<file path="config.mk">
export PLATFORM = sky130hd
export DESIGN_NAME = muldiv_unit
export DESIGN_NICKNAME = d
export VERILOG_FILES = /design/src/rtl/muldiv_pkg.sv /design/src/rtl/muldiv_datapath.sv /design/src/rtl/muldiv_unit.sv
export SDC_FILE = /design/constraint.sdc
export NUM_CORES = 1
export LEC_CHECK = 0
export BUFFER_PORTS_ARGS = -buffer_cell sky130_fd_sc_hd__clkbuf_2
export CAP_MARGIN = 30
export CORE_UTILIZATION = 55
export CTS_CLUSTER_DIAMETER = 30
export DETAILED_ROUTE_END_ITERATION = 7
export PLACE_DENSITY = 0.76
export SLEW_MARGIN = 30
export SYNTH_ARGS = -nofsm -noshare
export SYNTH_HDL_FRONTEND = slang
export SYNTH_HIERARCHICAL = 1
export SYNTH_SLANG_ARGS = --single-unit
</file>
<file path="constraint.sdc">
create_clock -name clk -period 9.9 [get_ports clk]
set_input_delay 0.99 -clock clk [delete_from_list [all_inputs] [get_ports clk]]
set_output_delay 0.99 -clock clk [all_outputs]
set_load 0.05 [all_outputs]
</file>
<file path="src/rtl/muldiv_pkg.sv">
// Shared encodings for the HI/LO multiply/divide unit.
// Latency: n/a (types and constants only).
// Backpressure: n/a.
package muldiv_pkg;

  localparam int MD_XLEN = 32;

  typedef enum logic [1:0] {
    MD_MULT  = 2'b00,
    MD_MULTU = 2'b01,
    MD_DIV   = 2'b10,
    MD_DIVU  = 2'b11
  } md_op_e;

  typedef enum logic [1:0] {
    MD_IDLE = 2'b00,
    MD_RUN  = 2'b01,
    MD_FIX  = 2'b10
  } md_state_e;

  // Divide ops have op[1] set; signed ops have op[0] clear.
  function automatic logic md_is_div(input md_op_e op);
    return op[1];
  endfunction

  function automatic logic md_is_signed(input md_op_e op);
    return ~op[0];
  endfunction

endpackage

</file>
<file path="src/rtl/muldiv_datapath.sv">
// Radix-2 shift-add multiply / restoring divide datapath on operand magnitudes.
// Latency: one step per 'step' cycle; res_hi/res_lo are combinational from the registers.
// Backpressure: none; the controller decides when to load and step.
//
// Ports: clk, rst_n; load latches op/magnitudes/signs/zero-divisor flag from
// rs_data/rt_data; step advances one iteration; res_hi/res_lo give the
// sign-corrected result once XLEN steps have been taken.
module muldiv_datapath
  import muldiv_pkg::*;
#(
  parameter int XLEN = MD_XLEN
) (
  input  logic            clk,
  input  logic            rst_n,
  input  logic            load,
  input  logic            step,
  input  logic [1:0]      op,
  input  logic [XLEN-1:0] rs_data,
  input  logic [XLEN-1:0] rt_data,
  output logic [XLEN-1:0] res_hi,
  output logic [XLEN-1:0] res_lo
);

  md_op_e          op_q, op_d;
  logic            sa_q, sa_d;        // dividend / multiplicand sign
  logic            sb_q, sb_d;        // divisor / multiplier sign
  logic            dz_q, dz_d;        // divide by zero
  logic [XLEN-1:0] mcand_q, mcand_d;  // multiplicand or divisor magnitude
  logic [XLEN-1:0] acc_hi_q, acc_hi_d;
  logic [XLEN-1:0] acc_lo_q, acc_lo_d;

  md_op_e          op_in;
  logic            rs_neg, rt_neg;
  logic [XLEN-1:0] rs_mag, rt_mag;
  logic [XLEN:0]   mul_sum;
  logic [XLEN:0]   div_shift;
  logic            div_ge;

  always_comb begin
    op_in  = md_op_e'(op);
    rs_neg = md_is_signed(op_in) & rs_data[XLEN-1];
    rt_neg = md_is_signed(op_in) & rt_data[XLEN-1];
    rs_mag = rs_neg ? -rs_data : rs_data;
    rt_mag = rt_neg ? -rt_data : rt_data;

    // Multiply: {acc_hi, acc_lo} is the product register, multiplier in the low half.
    mul_sum = {1'b0, acc_hi_q} + (acc_lo_q[0] ? {1'b0, mcand_q} : '0);

    // Divide: acc_hi is the partial remainder, acc_lo shifts dividend bits out
    // the top and quotient bits in at the bottom.
    div_shift = {acc_hi_q, acc_lo_q[XLEN-1]};
    div_ge    = (div_shift >= {1'b0, mcand_q});

    op_d     = op_q;
    sa_d     = sa_q;
    sb_d     = sb_q;
    dz_d     = dz_q;
    mcand_d  = mcand_q;
    acc_hi_d = acc_hi_q;
    acc_lo_d = acc_lo_q;

    if (load) begin
      op_d     = op_in;
      sa_d     = rs_neg;
      sb_d     = rt_neg;
      dz_d     = md_is_div(op_in) & (rt_data == '0);
      acc_hi_d = '0;
      if (md_is_div(op_in)) begin
        acc_lo_d = rs_mag;
        mcand_d  = rt_mag;
      end else begin
        acc_lo_d = rt_mag;
        mcand_d  = rs_mag;
      end
    end else if (step) begin
      if (md_is_div(op_q)) begin
        acc_hi_d = div_ge ? XLEN'(div_shift - {1'b0, mcand_q}) : div_shift[XLEN-1:0];
        acc_lo_d = {acc_lo_q[XLEN-2:0], div_ge};
      end else begin
        acc_hi_d = mul_sum[XLEN:1];
        acc_lo_d = {mul_sum[0], acc_lo_q[XLEN-1:1]};
      end
    end
  end

  always_ff @(posedge clk or negedge rst_n) begin
    if (!rst_n) begin
      op_q     <= MD_MULT;
      sa_q     <= 1'b0;
      sb_q     <= 1'b0;
      dz_q     <= 1'b0;
      mcand_q  <= '0;
      acc_hi_q <= '0;
      acc_lo_q <= '0;
    end else begin
      op_q     <= op_d;
      sa_q     <= sa_d;
      sb_q     <= sb_d;
      dz_q     <= dz_d;
      mcand_q  <= mcand_d;
      acc_hi_q <= acc_hi_d;
      acc_lo_q <= acc_lo_d;
    end
  end

  logic [2*XLEN-1:0] prod, prod_fix;
  logic [XLEN-1:0]   rem_fix, quo_fix;

  // Sign correction. With a zero divisor every trial subtract succeeds, so the
  // remainder register ends up holding the dividend magnitude; restoring the
  // dividend sign therefore yields rs_data as latched. Only the quotient needs
  // forcing to all ones.
  always_comb begin
    prod     = {acc_hi_q, acc_lo_q};
    prod_fix = ((op_q == MD_MULT) && (sa_q ^ sb_q)) ? -prod : prod;
    rem_fix  = sa_q ? -acc_hi_q : acc_hi_q;
    if (dz_q) begin
      quo_fix = '1;
    end else if ((op_q == MD_DIV) && (sa_q ^ sb_q)) begin
      quo_fix = -acc_lo_q;
    end else begin
      quo_fix = acc_lo_q;
    end

    if (md_is_div(op_q)) begin
      res_hi = rem_fix;
      res_lo = quo_fix;
    end else begin
      res_hi = prod_fix[2*XLEN-1:XLEN];
      res_lo = prod_fix[XLEN-1:0];
    end
  end

endmodule

</file>
<file path="src/rtl/muldiv_unit.sv">
// Iterative HI/LO multiply/divide unit with MTHI/MTLO/MFHI/MFLO interlock.
// Latency: hi/lo updated XLEN+2 edges after the start edge (start, XLEN RUN, FIX).
// Backpressure: stall while busy for any start/mfhi/mflo/mthi/mtlo; those are dropped and re-presented.
//
// Ports: clk, rst_n (async active-low); start/op/rs_data/rt_data launch an op;
// mthi/mtlo write rs_data to HI/LO in IDLE; mfhi/mflo flag HI/LO reads;
// hi/lo architectural registers; busy = op in flight; stall = freeze PC.
module muldiv_unit
  import muldiv_pkg::*;
#(
  parameter int XLEN  = MD_XLEN,
  parameter int CNT_W = 6          // 2**CNT_W must exceed XLEN
) (
  input  logic            clk,
  input  logic            rst_n,
  input  logic            start,
  input  logic [1:0]      op,
  input  logic [XLEN-1:0] rs_data,
  input  logic [XLEN-1:0] rt_data,
  input  logic            mthi,
  input  logic            mtlo,
  input  logic            mfhi,
  input  logic            mflo,
  output logic [XLEN-1:0] hi,
  output logic [XLEN-1:0] lo,
  output logic            busy,
  output logic            stall
);

  md_state_e        state_q, state_d;
  logic [CNT_W-1:0] cnt_q, cnt_d;
  logic [XLEN-1:0]  hi_q, hi_d;
  logic [XLEN-1:0]  lo_q, lo_d;

  logic             dp_load, dp_step;
  logic [XLEN-1:0]  res_hi, res_lo;

  muldiv_datapath #(
    .XLEN(XLEN)
  ) u_datapath (
    .clk    (clk),
    .rst_n  (rst_n),
    .load   (dp_load),
    .step   (dp_step),
    .op     (op),
    .rs_data(rs_data),
    .rt_data(rt_data),
    .res_hi (res_hi),
    .res_lo (res_lo)
  );

  always_comb begin
    state_d = state_q;
    cnt_d   = cnt_q;
    hi_d    = hi_q;
    lo_d    = lo_q;
    dp_load = 1'b0;
    dp_step = 1'b0;

    unique case (state_q)
      MD_IDLE: begin
        // start takes priority; the decoder never pairs it with mthi/mtlo.
        if (start) begin
          dp_load = 1'b1;
          cnt_d   = '0;
          state_d = MD_RUN;
        end else begin
          if (mthi) hi_d = rs_data;
          if (mtlo) lo_d = rs_data;
        end
      end
      MD_RUN: begin
        dp_step = 1'b1;
        cnt_d   = cnt_q + 1'b1;
        if (cnt_q == CNT_W'(XLEN - 1)) begin
          state_d = MD_FIX;
        end
      end
      MD_FIX: begin
        hi_d    = res_hi;
        lo_d    = res_lo;
        state_d = MD_IDLE;
      end
      default: begin
        state_d = MD_IDLE;
      end
    endcase
  end

  always_ff @(posedge clk or negedge rst_n) begin
    if (!rst_n) begin
      state_q <= MD_IDLE;
      cnt_q   <= '0;
      hi_q    <= '0;
      lo_q    <= '0;
    end else begin
      state_q <= state_d;
      cnt_q   <= cnt_d;
      hi_q    <= hi_d;
      lo_q    <= lo_d;
    end
  end

  assign hi    = hi_q;
  assign lo    = lo_q;
  assign busy  = (state_q != MD_IDLE);
  // Only instructions touching the unit freeze the PC; others keep flowing.
  assign stall = busy & (start | mfhi | mflo | mthi | mtlo);

endmodule

</file>
==> results of run 1 <==
placed cells by master, fill, tap and decap left out, drive strengths merged, types with 22 or more instances in the layout:
| master | n |
|---|---|
| nand2 | 232 |
| o21ai | 183 |
| dfrtp | 173 |
| nor2 | 160 |
| clkbuf | 156 |
| mux2 | 148 |
| a21oi | 127 |
| xnor2 | 86 |
| xor2 | 79 |
| ha | 69 |
| inv | 69 |
| nor3 | 47 |
| o211ai | 46 |
| mux2i | 40 |
| a21o | 30 |
| nand3 | 24 |
| nand4 | 24 |
| o31ai | 23 |
| buf | 22 |
| nor2b | 22 |
through the flow:
stage	cell area, sq um	utilization [%]	setup WS [ns]	instances	hold WS (ns)
after global routing	17700	61.2	5.27	2405	0.526
after CTS	17700	61.2	5.60	2405	0.494
after global placement	17100	59.2	5.47	2373	0.473
final	17700	61.2	5.51	2405	0.506
after floorplan	16300	-	6.23	1950	0.455
after detailed placement	17100	59.2	5.62	2373	0.476
cells in the mapped netlist, types with 67 or more instances:
master,number,area (sq um)
nand2_1,232,871
o21ai_0,180,901
dfrtp_1,173,4330
nor2_1,160,601
a21oi_1,125,626
mux2_4,120,1800
clkbuf_1,90,338
xnor2_1,86,753
xor2_1,79,692
ha_1,69,863
inv_1,67,251
metal layers:
metal | share of wire [%] | vias up | routed length (microns)
li1 | - | 7134 | -
met1 | 44 | 7324 | 22300
met2 | 45 | 787 | 22500
met3 | 7.8 | 122 | 3960
met4 | 3.5 | 0 | 1770
met5 | 0 | - | 0
worst max-delay path, cell delays in order, from the launching register on:
cell	delay, ns
dfrtp_1	0.45
inv_2	0.49
ha_1	0.31
nand3b_1	0.14
nand3b_1	0.29
nor3_1	0.49
nand3_1	0.24
nor4_1	0.49
nand2b_1	0.46
a41oi_1	0.21
xor2_1	0.18
mux2_4	0.26
mux2_4	0.25
state kept, by name, indices dropped and copies added, names as in the netlist:
name and flops:
u_datapath/dz_q 1, u_datapath/acc_lo_q 32, u_datapath/acc_hi_q 32, u_datapath/sb_q 1, state_q 2, u_datapath/op_q 2, cnt_q 6, u_datapath/mcand_q 32
hi 32, u_datapath/sa_q 1, lo 32
cell type report:
class                      count  share of cell area, %
clock buffer                  20                   2.52
inverter                      68                   1.44
tap                          384                   2.71
timing repair buffer         158                   4.80
sequential                   173                   24.5
clock inverter                12                  0.636
multi-input combinational   1590                   63.4
cell families after synthesis:
group,Yosys count,share of synthesized area (%)
simple gates,616,17.5
mux,188,15.4
compound gates,550,21.2
flops,173,26.5
fa+ha+maj,71,5.53
buf+inv,187,4.97
xor+xnor,165,8.85
how the worst max path moves through the flow:
stage,endpoint,slack [ns],cells after the start
final,hi[12],5.51,12
after global routing,hi[12],5.27,12
after CTS,hi[12],5.60,12
after detailed placement,hi[12],5.62,12
after global placement,hi[12],5.47,12
after floorplan,hi[21],6.23,11
==> impl_metrics.ini, run 1 <==
[clock_tree]
hold_buffers = 0
cts_tree = yes
clockBufferDepth = 2
post_cts_buffers = 0
cts_max_level = 4
clk_latency_ns = 0.45
cts_buffers = 17
cts_root_buffer = clkbuf_16
cts_resized = 0
clk_pin_slew_ns = 0.07
clock_sinks = 173

[grt]
grt_pass1_vias = 14400
grt.overflow.total = 0
grt_pass1_wl_microns = 79700
grtUsageMet3_pct = 4.02
global_route.usage.met1_pct = 46.2
grt_use_met2_pct = 51.6
grt_max_degree = 76
gr-usage-all-layers_pct = 33.1
top_usage_layer = met2
grt_antenna_before_repair = 0

[timing]
finalHoldViolCount = 0
finalCritPeriodShare_pct = 44.3
slew_headroom_pct = 32.9
tightest_slew_ns = 1.01
rsz0062_at_grt = false
period_minus_slack_ns = 4.39
drv_slew = 0
skew_ns = 0.0167
setup_viol = 0
max_freq_ghz = 0.228
final.setup.tns_ns = 0

[setup_path]
regToRegSetupSlack_ns = 5.51
critical_path_class = flop to flop
required_ns = 10.22
crit_path_start = u_datapath/acc_lo_q[0]
worst-r2r-cell-count = 12
worstPathArrival_ns = 4.71
critPathCaptureType = flop
reg2reg_to = hi[12]
startpoint_type = flop
path_max_fanout = 33
r2r-start = u_datapath/acc_lo_q[0]

[die]
die_x_microns = 174
rows = 62
core_sq_um = 28900
start_util_pct = 56.4
io_pins = 139
die_h_microns = 174
die-area_sq_um = 30400

[synthesis]
syn_area_sq_um = 16300
ys_ff_latch = 173
synth_edf_count = 0
synthFlopType = dfrtp_1
synth_cell_types = 80
netlist_instances = 1950
syn-num-nets = 2094
ys_seq_area_share_pct = 26.5
ys_warn_count = 6
avgSynthCellArea_sq_um = 8.37
async_flop_share_pct = 100

[hold_path]
min_path_type = flop to flop
worstHoldPathCells = 1
min_to = state_q[1]
min_from = cnt_q[5]

[drt]
drt_pre_antenna_iters = 5
vias = 15400
wl_microns = 50500
ant_nets = 0
drc = 0
wl_per_cell_microns = 21.0
vias_per_cell = 6.39
drt_iter0_markers = 1863

[finish]
fin_nets = 2152
area_growth_syn_to_layout_pct = 8.39
drive_gt1_share_pct = 18.2
multi_input_area_sq_um = 11200
register_area_sq_um = 4330
antennaDiodeCount = 0
fillers = 2526

[placed_design]
io_buffer_count = 138
dp_hpwl_microns = 37500
finalWeightedCongestion = 0.972

[run_status]
status = finished clean

[run]
max-cap-violations = 0
Power of run 1 is left out: the tool's default activity adds up to more than one toggle a clock period on the data nets, which glitch-free logic cannot reach.
==> inputs of run 2 (changes only) <==
ABC_AREA = 1   (was unset)
PLACE_DENSITY = 0.79   (was 0.76)
clock period = 3.5 ns   (was 9.9 ns; I/O delays follow)
==> run 2 against run 1 <==
Against the previous run: the run now ends with DRC left; sequential cell count is the same; via count rose by 56%; maximum frequency grew 35%; sequential share of layout area decreased by 4.1 points; first-iteration DRC count rose by 100%; final cell count is 62% higher; core utilization grew 0.058 points; non-clock buffer count is 44 higher; clock skew decreased by 0.0056 ns; wire length increased by 73%; critical path depth shrank 2; critical path type unchanged.
==> impl_metrics.ini, run 2 <==
[placed_design]
io_buffer_count = 138
dp_hpwl_microns = 69600
finalWeightedCongestion = 1.09

[grt]
grt_max_degree = 82
grt_antenna_before_repair = 1
grt_pass1_vias = 21700
gr-usage-all-layers_pct = 47.9
grt.overflow.total = 0
grt_pass1_wl_microns = 129000

[drt]
wl_per_cell_microns = 22.4
vias_per_cell = 6.14
drt_pre_antenna_iters = 8
drc = 1
wl_microns = 87400
vias = 24000
drt_iter0_markers = 3729
ant_nets = 0

[timing]
period_minus_slack_ns = 3.24
tightest_slew_ns = 0.840
final.setup.tns_ns = 0
rsz0062_at_grt = false
max_freq_ghz = 0.309
finalHoldViolCount = 0
setup_viol = 0
finalCritPeriodShare_pct = 92.5
skew_ns = 0.0111
slew_headroom_pct = 44.0
drv_slew = 0

[run_status]
status = finished, violations left
violations = DRC

[setup_path]
regToRegSetupSlack_ns = 0.26
path_max_fanout = 16
critical_path_class = flop to flop
worst-r2r-cell-count = 10
r2r-start = u_datapath/sa_q
startpoint_type = flop
crit_path_start = u_datapath/sa_q
reg2reg_to = hi[5]
endpoint = hi[5]
critPathCaptureType = flop
worstPathArrival_ns = 3.64
required_ns = 3.90

[finish]
fillers = 3471
antennaDiodeCount = 0
final_cell_mix = 1203 x nand2_1, 430 x inv_1, 397 x nand3_1, 311 x nor2_1, 171 x dfrtp_1
drive_gt1_share_pct = 8.73
mostFrequentLayoutCell = nand2_1
area_growth_syn_to_layout_pct = 9.15
final_util_pct = 61.2
fin_nets = 3580

[synthesis]
async_flop_share_pct = 100
ys_top_cells_by_count = 1203 x nand2_1, 431 x inv_1, 397 x nand3_1
netlist.area_leader.share_pct = 23.2
synth_cell_types = 53
synth_edf_count = 0
yosysMostFrequentCell = nand2_1
avgSynthCellArea_sq_um = 5.81
ys_warn_count = 6
syn_area_sq_um = 19400
synthFlopType = dfrtp_1
ys_top_cells_by_area = nand2_1 23%, dfrtp_1 22%, nand3_1 10%
syn-num-nets = 3488
ys_ff_latch = 173
synth_top_cell_by_area = nand2_1
ys_seq_area_share_pct = 22.3
netlist_instances = 3344

[clock_tree]
cts_tree = yes
cts_root_buffer = clkbuf_16
cts_max_level = 4
clk_latency_ns = 0.46
clockBufferDepth = 2
post_cts_buffers = 0
clock_sinks = 173
cts_buffers = 17
clk_pin_slew_ns = 0.07

[hold_path]
min_path_type = input pin to flop

[die]
core_sq_um = 34600
start_util_pct = 56.1
die_h_microns = 190
rows = 68
die-area_sq_um = 36100
io_pins = 139
die_x_microns = 190

[run]
max-cap-violations = 0
run 2: changes by cell type after synthesis, moves of 40 or more:
cell     before   now
inv_1        67   431
mux2_4      120     0
mux2i_1      40     0
nand2_1     232  1203
nand3_1      24   397
nor2_1      160   314
o21ai_0     180   140
xnor2_1      86    11
run 2: repair_timing:
item / in CTS / in global routing
hold buffers: 1 / 0
endpoints found under the hold margin: 38 / 0
gates resized for setup: 0 / 0
run 2: how the worst min path moves through the flow:
stage | endpoint | start | depth (start not counted)
after floorplan | cnt_q[0] | rst_n | 0
after global placement | u_datapath/dz_q | rst_n | 1
after detailed placement | u_datapath/dz_q | rst_n | 1
after CTS | u_datapath/dz_q | rt_data[29] | 4
after global routing | u_datapath/dz_q | rt_data[29] | 4
final | u_datapath/dz_q | rt_data[29] | 4
run 2: layout make-up:
type | instances | area, sq um | share of cell area [%]
Clock inverter | 13 | 150 | 0.708
Inverter | 443 | 1670 | 7.88
Clock buffer | 19 | 453 | 2.14
Tap cell | 455 | 569 | 2.69
Multi-Input combinational cell | 2599 | 12800 | 60.3
Sequential cell | 173 | 4330 | 20.4
Timing Repair Buffer | 202 | 1240 | 5.86
run 2: stage by stage:
step / setup WS [ns] / instances / instance area [sq um] / hold WS (ns)
detailed placement: 0.463 / 3871 / 20600 / 0.294
finish: 0.261 / 3904 / 21200 / 0.298
global placement: 0.459 / 3871 / 20600 / 0.288
CTS: 0.446 / 3904 / 21200 / 0.270
floorplan: 1.05 / 3344 / 19400 / 0.0544
global route: 0.154 / 3904 / 21200 / 0.291
run 2: cell families (layout without fill, tap and decap cells):
group           after synthesis  in the layout  share of synthesized area [%]
flops                       173            173                           22.3
fa+ha+maj                    71             71                           4.65
compound gates              358            358                           11.0
buf+inv                     572            677                           12.0
simple gates               2051           2051                           44.7
xor+xnor                    119            119                           5.37
run 2: layer usage:
metal / GRT usage [%] / share of wire [%] / vias to the layer above / wire [microns]
met2: 69.8 / 41 / 1715 / 36200
met1: 63.6 / 39 / 11100 / 34000
li1: - / - / 10800 / -
met3: 14.8 / 14 / 269 / 12100
met4: 24.4 / 5.9 / 2 / 5120
met5: 0 / 0.013 / - / 11
run 2: worst max-delay path: stages (launching register included):
cell and delay, ns:
dfrtp_1 0.46, xor2_1 0.16, nand2_1 0.38, inv_1 0.60, o21ai_2 0.17, a21oi_1 0.57
xor2_1 0.37, nand3_1 0.16, nand2_1 0.16, nand2_1 0.06, nand2_1 0.08
Power of run 2 is left out for the same reason.
